**src/rtl/umem_arbiter_if.sv**
```systemverilog
// +------------------------------------------------------------------+
// | umem_arbiter_if : request/response and umem bus bundle           |
// | Rev 1.0                                                           |
// +------------------------------------------------------------------+
`default_nettype none

interface umem_arbiter_if #(
  parameter int AW = 8,
  parameter int DW = 32
);
  logic          if_req;
  logic [AW-1:0] if_addr;
  logic          if_gnt;
  logic          if_rvalid;
  logic [DW-1:0] if_rdata;

  logic          d_req;
  logic          d_we;
  logic [2:0]    d_funct3;
  logic [AW-1:0] d_addr;
  logic [DW-1:0] d_wdata;
  logic          d_gnt;
  logic          d_rvalid;
  logic [DW-1:0] d_rdata;
  logic          d_err;

  logic [AW-1:0] mem_addr;
  logic          mem_rw;
  logic [DW-1:0] mem_wdata;
  logic [2:0]    mem_funct3;
  logic [DW-1:0] mem_rdata;

  modport slave (
    input  if_req, if_addr, d_req, d_we, d_funct3, d_addr, d_wdata, mem_rdata,
    output if_gnt, if_rvalid, if_rdata, d_gnt, d_rvalid, d_rdata, d_err,
           mem_addr, mem_rw, mem_wdata, mem_funct3
  );

  modport master (
    output if_req, if_addr, d_req, d_we, d_funct3, d_addr, d_wdata, mem_rdata,
    input  if_gnt, if_rvalid, if_rdata, d_gnt, d_rvalid, d_rdata, d_err,
           mem_addr, mem_rw, mem_wdata, mem_funct3
  );
endinterface

`default_nettype wire

```
**src/rtl/umem_arbiter.sv**
```systemverilog
// +------------------------------------------------------------------+
// | umem_arbiter : IF / load-store arbiter for the single-port umem   |
// | Optional macro ALIGN_CHECK_EN: misaligned D accesses -> d_err     |
// | Rev 1.0                                                           |
// +------------------------------------------------------------------+
`default_nettype none

module umem_arbiter #(
  parameter int AW         = 8,
  parameter int DW         = 32,
  parameter int STARVE_MAX = 4
) (
  input  logic          clk,
  input  logic          rst,
  umem_arbiter_if.slave bus
);

  localparam int c_sw = (STARVE_MAX < 1) ? 1 : $clog2(STARVE_MAX + 1);
  localparam logic [c_sw-1:0] c_starve_max = c_sw'(STARVE_MAX);

  localparam logic [1:0] c_idle   = 2'd0;
  localparam logic [1:0] c_access = 2'd1;
  localparam logic [1:0] c_resp   = 2'd2;

  logic [1:0]      state_q, state_d;
  logic [c_sw-1:0] starve_q, starve_d;

  logic          w_arb;
  logic          w_force_if;
  logic          w_grant_d;
  logic          w_grant_if;
  logic          w_misaligned;
  logic [2:0]    w_store_f3;
  logic [DW-1:0] w_ext;

  logic [AW-1:0] mem_addr_q, mem_addr_d;
  logic          mem_rw_q, mem_rw_d;
  logic [DW-1:0] mem_wdata_q, mem_wdata_d;
  logic [2:0]    mem_funct3_q, mem_funct3_d;

  logic          owner_q, owner_d;     // 1 = D owns the transaction
  logic          we_q, we_d;
  logic [2:0]    ld_f3_q, ld_f3_d;
  logic          err_q, err_d;

  logic          if_rvalid_q, if_rvalid_d;
  logic [DW-1:0] if_rdata_q, if_rdata_d;
  logic          d_rvalid_q, d_rvalid_d;
  logic [DW-1:0] d_rdata_q, d_rdata_d;

`ifdef ALIGN_CHECK_EN
  logic d_err_q, d_err_d;

  assign w_misaligned = ((bus.d_funct3[1:0] == 2'b01) && bus.d_addr[0]) ||
                        ((bus.d_funct3[1:0] == 2'b10) && (bus.d_addr[1:0] != 2'b00));
  assign d_err_d      = d_rvalid_d && err_q;
  assign bus.d_err    = d_err_q;

  always_ff @(posedge clk) begin
    if (rst) d_err_q <= 1'b0;
    else     d_err_q <= d_err_d;
  end
`else
  assign w_misaligned = 1'b0;
  assign bus.d_err    = 1'b0;
`endif

  // ---------------- FSM: state register ----------------
  always_ff @(posedge clk) begin
    if (rst) state_q <= c_idle;
    else     state_q <= state_d;
  end

  // ---------------- FSM: arbitration and next state ----------------
  always_comb begin
    w_arb      = !rst && ((state_q == c_idle) || (state_q == c_resp));
    w_force_if = bus.if_req && (starve_q == c_starve_max);
    w_grant_d  = w_arb && bus.d_req && !w_force_if;
    w_grant_if = w_arb && bus.if_req && !w_grant_d;

    state_d = state_q;
    case (state_q)
      c_idle, c_resp: state_d = (w_grant_d || w_grant_if) ? c_access : c_idle;
      c_access:       state_d = c_resp;
      default:        state_d = c_idle;
    endcase
  end

  // ---------------- FSM: outputs ----------------
  always_comb begin
    bus.if_gnt = w_grant_if;
    bus.d_gnt  = w_grant_d;
  end

  // Starvation counter only advances while a fetch is actually waiting
  always_comb begin
    starve_d = starve_q;
    if (!bus.if_req || w_grant_if)
      starve_d = '0;
    else if (w_grant_d && (starve_q != c_starve_max))
      starve_d = starve_q + 1'b1;
  end

  always_comb begin
    w_store_f3 = ((bus.d_funct3 == 3'b000) || (bus.d_funct3 == 3'b001)) ?
                 bus.d_funct3 : 3'b010;

    w_ext = bus.mem_rdata;
    case (ld_f3_q)
      3'b000:  w_ext = {{(DW-8){bus.mem_rdata[7]}},   bus.mem_rdata[7:0]};
      3'b001:  w_ext = {{(DW-16){bus.mem_rdata[15]}}, bus.mem_rdata[15:0]};
      3'b100:  w_ext = {{(DW-8){1'b0}},               bus.mem_rdata[7:0]};
      3'b101:  w_ext = {{(DW-16){1'b0}},              bus.mem_rdata[15:0]};
      default: w_ext = bus.mem_rdata;
    endcase
  end

  // mem_* flops hold a value only during ACCESS; every other cycle they load zero
  always_comb begin
    mem_addr_d   = '0;
    mem_rw_d     = 1'b0;
    mem_wdata_d  = '0;
    mem_funct3_d = '0;
    owner_d      = owner_q;
    we_d         = we_q;
    ld_f3_d      = ld_f3_q;
    err_d        = err_q;

    if (w_grant_d) begin
      mem_addr_d   = bus.d_addr;
      mem_rw_d     = bus.d_we && !w_misaligned;
      mem_wdata_d  = bus.d_wdata;
      mem_funct3_d = w_store_f3;
      owner_d      = 1'b1;
      we_d         = bus.d_we;
      ld_f3_d      = bus.d_funct3;
      err_d        = w_misaligned;
    end else if (w_grant_if) begin
      mem_addr_d   = bus.if_addr;
      mem_funct3_d = 3'b010;
      owner_d      = 1'b0;
      we_d         = 1'b0;
      ld_f3_d      = 3'b010;
      err_d        = 1'b0;
    end

    if_rvalid_d = (state_q == c_access) && !owner_q;
    d_rvalid_d  = (state_q == c_access) && owner_q;
    if_rdata_d  = if_rvalid_d ? bus.mem_rdata : '0;
    d_rdata_d   = (d_rvalid_d && !we_q && !err_q) ? w_ext : '0;
  end

  always_ff @(posedge clk) begin
    if (rst) begin
      starve_q     <= '0;
      mem_addr_q   <= '0;
      mem_rw_q     <= 1'b0;
      mem_wdata_q  <= '0;
      mem_funct3_q <= '0;
      owner_q      <= 1'b0;
      we_q         <= 1'b0;
      ld_f3_q      <= '0;
      err_q        <= 1'b0;
      if_rvalid_q  <= 1'b0;
      if_rdata_q   <= '0;
      d_rvalid_q   <= 1'b0;
      d_rdata_q    <= '0;
    end else begin
      starve_q     <= starve_d;
      mem_addr_q   <= mem_addr_d;
      mem_rw_q     <= mem_rw_d;
      mem_wdata_q  <= mem_wdata_d;
      mem_funct3_q <= mem_funct3_d;
      owner_q      <= owner_d;
      we_q         <= we_d;
      ld_f3_q      <= ld_f3_d;
      err_q        <= err_d;
      if_rvalid_q  <= if_rvalid_d;
      if_rdata_q   <= if_rdata_d;
      d_rvalid_q   <= d_rvalid_d;
      d_rdata_q    <= d_rdata_d;
    end
  end

  assign bus.mem_addr   = mem_addr_q;
  assign bus.mem_rw     = mem_rw_q;
  assign bus.mem_wdata  = mem_wdata_q;
  assign bus.mem_funct3 = mem_funct3_q;
  assign bus.if_rvalid  = if_rvalid_q;
  assign bus.if_rdata   = if_rdata_q;
  assign bus.d_rvalid   = d_rvalid_q;
  assign bus.d_rdata    = d_rdata_q;

endmodule

`default_nettype wire

```
**src/flat_wrapper.sv**
```systemverilog
// flat-port wrapper written by rule: the top's interface ports become plain ports
module umem_arbiter_flat 
#(
  parameter int AW         = 8,
  parameter int DW         = 32,
  parameter int STARVE_MAX = 4
)
  (clk, rst, bus_if_req, bus_if_addr, bus_d_req, bus_d_we, bus_d_funct3, bus_d_addr, bus_d_wdata, bus_mem_rdata, bus_if_gnt, bus_if_rvalid, bus_if_rdata, bus_d_gnt, bus_d_rvalid, bus_d_rdata, bus_d_err, bus_mem_addr, bus_mem_rw, bus_mem_wdata, bus_mem_funct3);
  umem_arbiter_if #(.AW(AW), .DW(DW)) bus_i ();
  input  logic clk;
  input  logic rst;
  input wire logic [$bits(bus_i.if_req)-1:0] bus_if_req;
  input wire logic [$bits(bus_i.if_addr)-1:0] bus_if_addr;
  input wire logic [$bits(bus_i.d_req)-1:0] bus_d_req;
  input wire logic [$bits(bus_i.d_we)-1:0] bus_d_we;
  input wire logic [$bits(bus_i.d_funct3)-1:0] bus_d_funct3;
  input wire logic [$bits(bus_i.d_addr)-1:0] bus_d_addr;
  input wire logic [$bits(bus_i.d_wdata)-1:0] bus_d_wdata;
  input wire logic [$bits(bus_i.mem_rdata)-1:0] bus_mem_rdata;
  output wire logic [$bits(bus_i.if_gnt)-1:0] bus_if_gnt;
  output wire logic [$bits(bus_i.if_rvalid)-1:0] bus_if_rvalid;
  output wire logic [$bits(bus_i.if_rdata)-1:0] bus_if_rdata;
  output wire logic [$bits(bus_i.d_gnt)-1:0] bus_d_gnt;
  output wire logic [$bits(bus_i.d_rvalid)-1:0] bus_d_rvalid;
  output wire logic [$bits(bus_i.d_rdata)-1:0] bus_d_rdata;
  output wire logic [$bits(bus_i.d_err)-1:0] bus_d_err;
  output wire logic [$bits(bus_i.mem_addr)-1:0] bus_mem_addr;
  output wire logic [$bits(bus_i.mem_rw)-1:0] bus_mem_rw;
  output wire logic [$bits(bus_i.mem_wdata)-1:0] bus_mem_wdata;
  output wire logic [$bits(bus_i.mem_funct3)-1:0] bus_mem_funct3;
  assign bus_i.if_req = bus_if_req;
  assign bus_i.if_addr = bus_if_addr;
  assign bus_i.d_req = bus_d_req;
  assign bus_i.d_we = bus_d_we;
  assign bus_i.d_funct3 = bus_d_funct3;
  assign bus_i.d_addr = bus_d_addr;
  assign bus_i.d_wdata = bus_d_wdata;
  assign bus_i.mem_rdata = bus_mem_rdata;
  assign bus_if_gnt = bus_i.if_gnt;
  assign bus_if_rvalid = bus_i.if_rvalid;
  assign bus_if_rdata = bus_i.if_rdata;
  assign bus_d_gnt = bus_i.d_gnt;
  assign bus_d_rvalid = bus_i.d_rvalid;
  assign bus_d_rdata = bus_i.d_rdata;
  assign bus_d_err = bus_i.d_err;
  assign bus_mem_addr = bus_i.mem_addr;
  assign bus_mem_rw = bus_i.mem_rw;
  assign bus_mem_wdata = bus_i.mem_wdata;
  assign bus_mem_funct3 = bus_i.mem_funct3;
  umem_arbiter #(.AW(AW), .DW(DW), .STARVE_MAX(STARVE_MAX)) u_core (.clk(clk), .rst(rst), .bus(bus_i));
endmodule
```
**config.mk**
```make
export PLATFORM = sky130hd
export DESIGN_NAME = umem_arbiter_flat
export DESIGN_NICKNAME = d
export VERILOG_FILES = /design/src/rtl/umem_arbiter_if.sv /design/src/rtl/umem_arbiter.sv /design/src/flat_wrapper.sv
export SDC_FILE = /design/constraint.sdc
export NUM_CORES = 1
export LEC_CHECK = 0
export BUFFER_PORTS_ARGS = -buffer_cell sky130_fd_sc_hd__buf_4
export CAP_MARGIN = 15
export CORE_MARGIN = 2
export CORE_UTILIZATION = 49
export CTS_BUF_LIST = sky130_fd_sc_hd__clkbuf_8
export CTS_CLUSTER_DIAMETER = 60
export DETAILED_ROUTE_END_ITERATION = 10
export PLACE_DENSITY = 0.91
export SLEW_MARGIN = 20
export SYNTH_ARGS = -nofsm -noshare
export SYNTH_HDL_FRONTEND = slang
export SYNTH_SLANG_ARGS = --single-unit
```
**constraint.sdc**
```tcl
create_clock -name clk -period 3.7 [get_ports clk]
set_input_delay 0.74 -clock clk [delete_from_list [all_inputs] [get_ports clk]]
set_output_delay 0.74 -clock clk [all_outputs]
set_load 0.005 [all_outputs]
```
==> summary.txt, run 1 <==
Detailed routing
  • Final WL: 9009 um
  • Vias per Instance: 4.656
  • DRC: 0
  • Vias: around 3000
  • Avg WL per Cell: 14.35 um
  • TritonRoute pass-1 iters: 4
  • Initial DRC Count: 61
  • Post-route ant nets: 0

Yosys
  • Post-Synth Adder-Cell Area: 0.006826
  • Yosys warnings: 0
  • Multiplexer area fraction after synthesis: 0.01195
  • Largest family of logic cells by synthesized area: simple AND/OR/NAND/NOR gates
  • XOR/XNOR Fraction of Synth Area: 0
  • Mean Syn Cell Area: 11.60 um2
  • Mapped cell area: 0.003666 mm2
  • Post-synthesis cell count: 316
  • Seq cells post-synth: 120
  • Cell variety after synth: 37
  • Seq/Total Area, Yosys: 0.6553
  • Synth Area in Compound Gates: 0.08157
  • Post-synthesis simple-gate area fraction: 0.1942

Worst setup path
  • Data arrival, critical path: 1.86 ns
  • CP Launch Point: u_core.starve_q[0]
  • CP Capture Type: primary output
  • Worst Path Class, Setup: flip-flop to primary output
  • Worst Path Max Fanout: 45
  • Worst R2R Start: u_core.ld_f3_q[1]
  • CP Launch Type: flip-flop
  • R2R Setup Slk: between 1.5 and 2 ns
  • Critical Path RT: 2.96 ns

Global routing
  • Total congestion overflow: 0
  • Global-route wire length before repair: 14190 um
  • All-Layer GR Usage: 0.2215
  • Largest net degree at the start of global routing: 46
  • Vias in the first global route: 2981
  • Initial antenna violation count: 0

Cells and area
  • Fillers: 465
  • Synthesis-to-finish area growth: 52.97%
  • Finished Core Util: 0.7732
  • Multi-input combinational cell area: around 0.0011 mm2
  • Total Nets Final: 606
  • Layout cell share with drive strength beyond 1: 0.4518
  • Commonest cells after routing, fill and taps aside: 199 x buf_4, 120 x dfxtp_1, 74 x and2_1, 28 x a21oi_1, 19 x nand2_1
  • ANT cells: 0
  • Commonest non-fill, non-tap cell in the layout: buf_4
  • Cell Count, Final, Fillers Out: 628
  • Sequential cell area: 0.002402 mm2

Floorplanning
  • Die footprint: a little over 0.008 mm2
  • Die height: roughly 90 um
  • Initial Util: 0.5054
  • Core area: between 0.007 and 0.008 mm2
  • Die X-Extent: a little over 90 um
  • Row count: 31
  • Boundary Pins: between 200 and 250

Timing
  • Final cycle utilization of the critical path: 0.7035
  • Slew Limit Fails: 0
  • Tmin final: between 2 and 3 ns
  • Slew headroom: 0.4139
  • RSZ-0062 raised after global routing: false
  • TNS Setup: 0 ns
  • Least-Margin Pin Slew: 0.8780 ns
  • Final hold violation count: 0
  • Highest clock rate: 384.2 MHz
  • Final setup violation count: 0
  • Clk_skew: around 0.016 ns
  • Worst hold slack: 0.4720 ns

Clock tree
  • Clk sinks: 120
  • Total CTS buffers: 17
  • Clock tree buffer depth: 2
  • CTS Root Cell: clkbuf_8
  • CTS clk-pin slew, worst paths: 0.07 ns
  • # H-tree levels: 4
  • TritonCTS clock tree: done
  • PostCTS Resize Cnt: 0
  • Total setup buffers inserted after CTS: 0
  • # hold bufs at CTS: 0
  • Clock insertion delay at the later pin of the skew report: 0.41 ns

Placed design
  • Detailed Place HPWL: approximately 6600 um
  • Inst Count DP: roughly 600
  • # port buffers: 199
  • RePlAce Congestion: 0.7866

Pwr
  • Peak supply drop: 386.6 uV
  • Leakage: 2.687 nW
  • PD cells: between 500 and 600 mW/mm2

Run
  • Max-Cap Viols: 0

Status
  • Status: completed

Hold path
  • Worst Hold Class: flip-flop to flip-flop
  • Hold path startpoint: u_core.state_q[1]
## critical path, stage by stage (launching register included)
cell,delay [ns]
dfxtp_1,0.37
inv_1,0.06
ha_1,0.22
nand3_1,0.13
nand3_2,0.17
inv_4,0.31
buf_4,0.18
## synthesized netlist by cell type
| library cell | n | area share |
|---|---|---|
| a211oi_1 | 1 | 0.0020 |
| ha_1 | 2 | 0.0068 |
| and2_1 | 74 | 0.13 |
| nand3_1 | 2 | 0.0027 |
| o21ai_0 | 8 | 0.011 |
| conb_1 | 1 | 0.0010 |
| nand2b_1 | 2 | 0.0034 |
| inv_1 | 3 | 0.0031 |
| or3b_1 | 1 | 0.0024 |
| a21bo_2 | 1 | 0.0027 |
| o21a_1 | 1 | 0.0020 |
| clkbuf_1 | 3 | 0.0031 |
| and4b_1 | 1 | 0.0027 |
| inv_4 | 1 | 0.0017 |
| buf_6 | 11 | 0.034 |
| mux2i_1 | 1 | 0.0027 |
| buf_2 | 4 | 0.0055 |
| or3_1 | 2 | 0.0034 |
| a22o_1 | 8 | 0.019 |
| a311oi_1 | 1 | 0.0024 |
| dfxtp_1 | 120 | 0.66 |
| nor3b_1 | 4 | 0.0082 |
| buf_4 | 1 | 0.0020 |
| nand2_1 | 19 | 0.019 |
| and2b_4 | 1 | 0.0027 |
| and3_1 | 1 | 0.0017 |
| and3b_1 | 1 | 0.0024 |
| a21oi_1 | 28 | 0.038 |
| and2b_1 | 1 | 0.0020 |
| a21o_1 | 1 | 0.0020 |
| nand3b_2 | 1 | 0.0031 |
| nand3_2 | 1 | 0.0027 |
| or4b_1 | 1 | 0.0027 |
| nor3b_4 | 1 | 0.0051 |
| mux2_2 | 3 | 0.0092 |
| a21boi_0 | 1 | 0.0020 |
| nor2_1 | 3 | 0.0031 |
## kinds of logic after synthesis
group | count (synthesis)
flip-flops | 120
buffers and inverters | 23
AND/OR/NAND/NOR | 116
other | 1
AO/OA/AOI/OAI | 50
multiplexers | 4
adder cells (fa/ha/maj) | 2
## final timing paths
path                            endpoint  depth (start not counted)
setup reg to reg  u_core.bus.d_rdata[22]                          2
hold reg to reg        u_core.state_q[1]                          1
setup / recovery               bus_d_gnt                          6
hold / removal         u_core.state_q[1]                          1
## sequential cells by signal, indices dropped and copies added (netlist names)
signal / count
u_core.bus.if_rvalid: 1
u_core.ld_f3_q: 3
u_core.state_q: 2
u_core.bus.mem_rw: 1
u_core.we_q: 1
u_core.bus.mem_wdata: 32
u_core.bus.if_rdata: 32
u_core.bus.mem_funct3: 3
u_core.owner_q: 1
u_core.bus.mem_addr: 8
u_core.bus.d_rdata: 32
u_core.bus.d_rvalid: 1
u_core.starve_q: 3
## metal layers
| metal | wire [um] | global-route usage | vias to the layer above | part of all wire |
|---|---|---|---|---|
| met5 | 0 | 0 | - | 0 |
| met4 | 166 | 0.08077 | 0 | 0.018 |
| met3 | 780 | 0.09349 | 15 | 0.087 |
| met2 | 4768 | 0.3980 | 160 | 0.53 |
| met1 | 3295 | 0.2290 | 1321 | 0.37 |
| li1 | - | - | 1428 | - |
## stage by stage
step | total power [mW] | instance area [um2] | setup slack [ns]
global route | 3.075 | 5608 | 0.9042
global placement | 1.594 | 5125 | 1.198
CTS | 2.990 | 5608 | 1.073
floorplan | 1.468 | 3670 | 1.456
finish | 2.967 | 5608 | 1.097
detailed placement | 1.603 | 5125 | 1.131
## report_power, final
group | switching (mW) | leakage, nW | internal, mW | total, mW
clock | 0.520 | 0.242 | 0.875 | 1.39
combinational | 0.0817 | 1.47 | 0.134 | 0.216
sequential | 0.0240 | 0.977 | 1.33 | 1.36
## final cells by class
type | instances | share of cell area
Sequential cell | 120 | 0.4284
Timing Repair Buffer | 199 | 0.2664
Multi-Input combinational cell | 174 | 0.1939
Clock inverter | 15 | 0.04440
Clock buffer | 17 | 0.04172
Tap cell | 99 | 0.02209
Inverter | 4 | 0.003124
Note: power is estimated with default switching activity, not from simulation.
==> run 2, diff against run 1 <==
--- a/config.mk
+++ b/config.mk
@@ -5,14 +5,15 @@
 export SDC_FILE = /design/constraint.sdc
 export NUM_CORES = 1
 export LEC_CHECK = 0
+export ABC_AREA = 1
 export BUFFER_PORTS_ARGS = -buffer_cell sky130_fd_sc_hd__buf_4
 export CAP_MARGIN = 15
 export CORE_MARGIN = 2
-export CORE_UTILIZATION = 49
+export CORE_UTILIZATION = 46
 export CTS_BUF_LIST = sky130_fd_sc_hd__clkbuf_8
 export CTS_CLUSTER_DIAMETER = 60
 export DETAILED_ROUTE_END_ITERATION = 10
-export PLACE_DENSITY = 0.91
+export PLACE_DENSITY = 0.85
 export SLEW_MARGIN = 20
 export SYNTH_ARGS = -nofsm -noshare
 export SYNTH_HDL_FRONTEND = slang
==> constraint.sdc (replaced) <==
create_clock -name clk -period 2.4 [get_ports clk]
set_input_delay 0.48 -clock clk [delete_from_list [all_inputs] [get_ports clk]]
set_output_delay 0.48 -clock clk [all_outputs]
set_load 0.005 [all_outputs]
==> run 2 against run 1 <==
Compared with the run above: highest routed layer unchanged; hold slack worse by 0.21 ns; sequential share of layout area decreased by 1.7 points; clock skew down 0.0019 ns; sequential cell count unchanged.
==> summary.txt, run 2 <==
Status
  • Status: completed

Timing
  • TNS Setup: 0 ns
  • Slew Limit Fails: 0
  • Final setup violation count: 0
  • Highest clock rate: roughly 450 MHz
  • Least-Margin Pin Slew: roughly 0.56 ns
  • Final cycle utilization of the critical path: 0.9226
  • Clk_skew: 0.01426 ns
  • Final WS setup: between 0.15 and 0.2 ns
  • Worst hold slack: about 0.26 ns
  • Tmin final: about 2.2 ns
  • Slew headroom: 0.6229
  • Final hold violation count: 0
  • RSZ-0062 raised after global routing: false

Yosys
  • Cell variety after synth: 24
  • Synth top area share: 0.6152
  • Asr flop ratio synth: 0
  • Yosys top cell by area: dfxtp_1
  • Ranking of synthesized cells by area: dfxtp_1 62%, nor2_4 7.5%, inv_1 7.1%, nor2_1 5.9%, nand2_1 5.4%
  • Post-synthesis cell count: 414
  • Yosys warnings: 0
  • Commonest cells post-synth: 120 x dfxtp_1, 74 x inv_1, 61 x nor2_1, 56 x nand2_1, 29 x a21oi_1
  • EDFF count, synth: 0
  • Cell with the most instances after synthesis: dfxtp_1
  • Mean Syn Cell Area: between 9 and 10 um2
  • Seq/Total Area, Yosys: 0.6152
  • Mapped cell area: 0.003905 mm2
  • Synth Flop Type: dfxtp_1
  • Seq cells post-synth: 120

Detailed routing
  • Post-route ant nets: 0
  • DRC: 0
  • Final WL: 9010 um
  • Vias per Instance: 4.402
  • Vias: roughly 3300
  • TritonRoute pass-1 iters: 6
  • Avg WL per Cell: 12.19 um
  • Initial DRC Count: 75

Pwr
  • Leakage: 3.027 nW
  • PD cells: 747.9 mW/mm2
  • Peak supply drop: 410.6 uV
  • Switching Share: 0.2400
  • Sw power: 1.048 mW
  • Gate power share: 0.101
  • Flop pwr share: 0.479
  • Cell-internal power: 3.319 mW
  • Total power: 4.368 mW
  • Clk pwr share: 0.420

Global routing
  • Total congestion overflow: 0
  • Global-route wire length before repair: 13750 um
  • Largest net degree at the start of global routing: 38
  • Vias in the first global route: approximately 3000
  • All-Layer GR Usage: 0.1968
  • Initial antenna violation count: 0

Floorplanning
  • Initial Util: 0.4753
  • Boundary Pins: 201
  • Die height: 96.14 um
  • Core area: 0.008217 mm2
  • Row count: 33
  • Die X-Extent: 96.14 um
  • Die footprint: 0.009242 mm2

Worst setup path
  • Data arrival, critical path: 1.73 ns
  • Worst Path Class, Setup: flip-flop to primary output
  • Worst R2R Start: u_core.starve_q[0]
  • CP Launch Type: flip-flop
  • CP Capture Type: primary output
  • CP Cell Sequence: inv_1 -> ha_1 -> nand3_1 -> nand3_2 -> clkinv_1 -> buf_4
  • CP Launch Point: u_core.starve_q[0]
  • Slowest cell on the critical path: dfxtp_1
  • Worst Path Max Fanout: 9
  • Critical Path RT: 1.92 ns
  • Slowest Stage Delay on Critical Path: 0.33 ns
  • R2R Setup Slk: ~0.78 ns

Cells and area
  • ANT cells: 0
  • Cell Count, Final, Fillers Out: 739
  • Commonest cells after routing, fill and taps aside: 202 x buf_4, 120 x dfxtp_1, 75 x inv_1, 61 x nor2_1, 56 x nand2_1
  • Total Nets Final: between 700 and 800
  • Synthesis-to-finish area growth: 49.54%
  • Fillers: 604
  • Commonest non-fill, non-tap cell in the layout: buf_4
  • Layout cell share with drive strength beyond 1: 0.4322

Clock tree
  • CTS Root Cell: clkbuf_8
  • # H-tree levels: 4
  • Total setup buffers inserted after CTS: 0
  • PostCTS Resize Cnt: 0
  • Total CTS buffers: 17
  • TritonCTS clock tree: done
  • Clock tree buffer depth: 2
  • # hold bufs at CTS: 0
  • Clk sinks: 120
  • Clock insertion delay at the later pin of the skew report: 0.41 ns
  • CTS clk-pin slew, worst paths: 0.07 ns

Placed design
  • Dpl ws: 0.5628 ns
  • RePlAce Congestion: 0.8571
  • Detailed Place HPWL: slightly below 7000 um
  • Inst Count DP: between 700 and 800
  • # port buffers: 199

Run
  • Max-Cap Viols: 0

Hold path
  • Hold path startpoint: bus_if_addr[4]
  • Worst Hold Class: primary input to flip-flop
[run 2: changes by cell type after synthesis, sizes merged, moves of 5 or more]
cell	change
inv	+74
nor3b	-5
and2	-74
nor2	+90
nand2	+38
a22o	-8
[run 2: final timing paths]
path                       endpoint  cells after the start
max                       bus_d_gnt                      6
min          u_core.bus.mem_addr[4]                      3
max reg2reg       u_core.ld_f3_q[1]                      8
min reg2reg     u_core.bus.d_rvalid                      2
[run 2: critical path: cells and delay by family, from the launching register on]
family | cells | cell delay, ns
DFF | 1 | 0.33
buffers and inverters | 3 | 0.53
adders and majority gates | 1 | 0.16
and+or+nand+nor | 2 | 0.31
[run 2: logic make-up after synthesis]
logic type | after synthesis | share of synthesized area
buffers and inverters | 95 | 0.1147
AO/OA/AOI/OAI | 33 | 0.04229
other | 1 | 0.0009603
flip-flops | 120 | 0.6152
adder cells (fa/ha/maj) | 2 | 0.006407
XOR/XNOR | 1 | 0.002243
AND/OR/NAND/NOR | 162 | 0.2182
[run 2: stage by stage]
step | instance area [um2] | utilization
finish | 5839 | 0.7107
detailed placement | 5428 | 0.6606
floorplan | 3909 | -
CTS | 5839 | 0.7107
global placement | 5428 | 0.6606
global route | 5839 | 0.7107
[run 2: cell type report]
cell class	count	area, um2	share of cell area
sequential	120	2402	0.4114
clock buffer	17	234.0	0.04007
tap	105	131.4	0.02250
multi-input combinational	200	1061	0.1817
inverter	79	296.5	0.05078
timing repair buffer	203	1536	0.2631
clock inverter	15	177.7	0.03043
[run 2: power by group through the flow]
stage	logic (mW)	clock network [mW]	registers, mW
3_3_place_gp	0.432	0	2.13
4_1_cts	0.446	1.87	2.09
5_1_grt	0.491	1.96	2.10
6_report	0.441	1.84	2.09
3_5_place_dp	0.444	0	2.14
2_1_floorplan	0.201	0	2.14
[run 2: routing by layer]
metal	track usage	routed length (um)	part of all wire
met5	0	0	0
met4	0.07619	157	0.017
met3	0.07204	797	0.088
met2	0.3611	4832	0.54
met1	0.2015	3223	0.36
==> run 3, diff against run 2 <==
--- a/config.mk
+++ b/config.mk
@@ -8,8 +8,10 @@
 export ABC_AREA = 1
 export BUFFER_PORTS_ARGS = -buffer_cell sky130_fd_sc_hd__buf_4
 export CAP_MARGIN = 15
+export CELL_PAD_IN_SITES_DETAIL_PLACEMENT = 1
+export CELL_PAD_IN_SITES_GLOBAL_PLACEMENT = 1
 export CORE_MARGIN = 2
-export CORE_UTILIZATION = 46
+export CORE_UTILIZATION = 33
 export CTS_BUF_LIST = sky130_fd_sc_hd__clkbuf_8
 export CTS_CLUSTER_DIAMETER = 60
 export DETAILED_ROUTE_END_ITERATION = 10
==> run 3 against run 2 <==
Compared with the run above: hold slack worse by 0.0078 ns; combinational power grew 3%; non-clock buffer count is 1 higher; utilization is 20 points lower; sequential share of layout area down 0.49 points; first-iteration DRC count is 92% higher; critical path type unchanged; clock skew is 0.0049 ns lower.
==> summary.txt, run 3 (synthesis results as in run 2) <==
Timing
  • Highest clock rate: 467.2 MHz
  • Slew headroom: 0.5618
  • Final setup violation count: 0
  • TNS Setup: 0 ns
  • Tmin final: 2.141 ns
  • Worst hold slack: 0.2541 ns
  • Final cycle utilization of the critical path: 0.8919
  • Slew Limit Fails: 0
  • Final hold violation count: 0
  • RSZ-0062 raised after global routing: false
  • Clk_skew: 0.009371 ns
  • Least-Margin Pin Slew: 0.6558 ns

Global routing
  • Largest net degree at the start of global routing: 39
  • Vias in the first global route: 3594
  • Initial antenna violation count: 0
  • Global-route wire length before repair: 17770 um
  • All-Layer GR Usage: 0.1798
  • Total congestion overflow: 0

Cells and area
  • Commonest cells after routing, fill and taps aside: 203 x buf_4, 120 x dfxtp_1, 74 x inv_1, 61 x nor2_1, 56 x nand2_1
  • Design Area, Final: about 0.006 mm2
  • Fillers: 1327
  • Synthesis-to-finish area growth: 51.33%
  • Total Nets Final: 712
  • Sequential cell area: 0.002402 mm2
  • Multi-input combinational cell area: between 0.001 and 0.0015 mm2
  • Commonest non-fill, non-tap cell in the layout: buf_4
  • Layout cell share with drive strength beyond 1: 0.4362
  • ANT cells: 0
  • Finished Core Util: 0.5153

Worst setup path
  • Data arrival, critical path: between 1.5 and 2 ns
  • CP Cell Sequence: inv_1 -> ha_1 -> nand3_2 -> nand3_2 -> nand2_1 -> inv_2 -> buf_4
  • Critical Path RT: 1.92 ns
  • R2R Setup Slk: 0.78 ns
  • CP Capture Type: primary output
  • CP most frequent cell: nand3_2
  • Slowest Stage Delay on Critical Path: around 0.35 ns
  • CP Launch Type: flip-flop
  • Buffers and inverters on the worst path: 3
  • Worst Path Max Fanout: 9
  • Worst Path Class, Setup: flip-flop to primary output
  • Slowest cell on the critical path: dfxtp_1
  • Top Family by Delay on Critical Path: flip-flops

Clock tree
  • Clock tree buffer depth: 2
  • CTS clk-pin slew, worst paths: 0.07 ns
  • # H-tree levels: 4
  • Clock insertion delay at the later pin of the skew report: between 0.4 and 0.5 ns
  • TritonCTS clock tree: done
  • CTS Root Cell: clkbuf_8
  • Total setup buffers inserted after CTS: 0
  • # hold bufs at CTS: 0
  • Clk sinks: 120
  • PostCTS Resize Cnt: 0
  • Total CTS buffers: 17

Placed design
  • RePlAce Congestion: between 0.7 and 0.8
  • # port buffers: just under 200
  • Detailed Place HPWL: 8493 um
  • Placed Area: around 0.0055 mm2

Hold path
  • Worst Hold Class: primary input to flip-flop

Detailed routing
  • Vias per Instance: 4.305
  • Initial DRC Count: 144
  • Avg WL per Cell: 14.30 um
  • Vias: 3349
  • Final WL: 11130 um
  • DRC: 0
  • Post-route ant nets: 0
  • TritonRoute pass-1 iters: 4

Floorplanning
  • Die X-Extent: ~110 um
  • Initial Util: 0.3405
  • Row count: 39
  • Die footprint: around 0.013 mm2
  • Die height: 112.8 um
  • Boundary Pins: 201
  • Core area: 0.01147 mm2

Pwr
  • PD cells: about 750 mW/mm2
  • Leakage: 3.038 nW
  • Peak supply drop: 364.4 uV

Run
  • Max-Cap Viols: 0

Status
  • Status: completed
[run 3: cell type report]
cell class / count / share of cell area
inverter: 79 / 0.05018
clock inverter: 12 / 0.02520
tap: 143 / 0.03028
multi-input combinational: 200 / 0.1800
timing repair buffer: 204 / 0.2613
sequential: 120 / 0.4065
clock buffer: 20 / 0.04658
[run 3: metrics by stage]
| stage | std cells | total power [mW] | setup slack (ns) |
|---|---|---|---|
| after floorplan | 415 | 2.340 | 0.7827 |
| after global placement | 746 | 2.576 | 0.5882 |
| after detailed placement | 746 | 2.597 | 0.5255 |
| after CTS | 778 | 4.509 | 0.1470 |
| after global routing | 778 | 4.647 | 0.05209 |
| final | 778 | 4.435 | 0.2594 |
[run 3: worst reg2reg max path, delay by kind of cell, from the launching register on]
| family | cells | cell delay (ns) |
|---|---|---|
| adder cells (fa/ha/maj) | 1 | 0.19 |
| buffers and inverters | 2 | 0.45 |
| AND/OR/NAND/NOR | 5 | 0.54 |
| flip-flops | 1 | 0.33 |
[run 3: where the power goes]
part	internal (mW)	switching, mW
Sequential	2.06	0.0280
Combinational	0.227	0.228
Clock	1.10	0.783
Total	3.40	1.04
[run 3: final timing paths]
kind	start	end	depth (start not counted)
max	u_core.starve_q[0]	bus_if_gnt	7
max reg2reg	u_core.starve_q[0]	u_core.ld_f3_q[1]	8
min reg2reg	u_core.owner_q	u_core.bus.d_rvalid	2
min	bus_if_addr[7]	u_core.bus.mem_addr[7]	3
[run 3: layer usage]
| layer | wire length [um] | vias up | global-route usage |
|---|---|---|---|
| li1 | - | 1627 | - |
| met1 | 4073 | 1563 | 0.1771 |
| met2 | 5946 | 145 | 0.3389 |
| met3 | 946 | 14 | 0.07177 |
| met4 | 159 | 0 | 0.06341 |
| met5 | 0 | - | 0 |
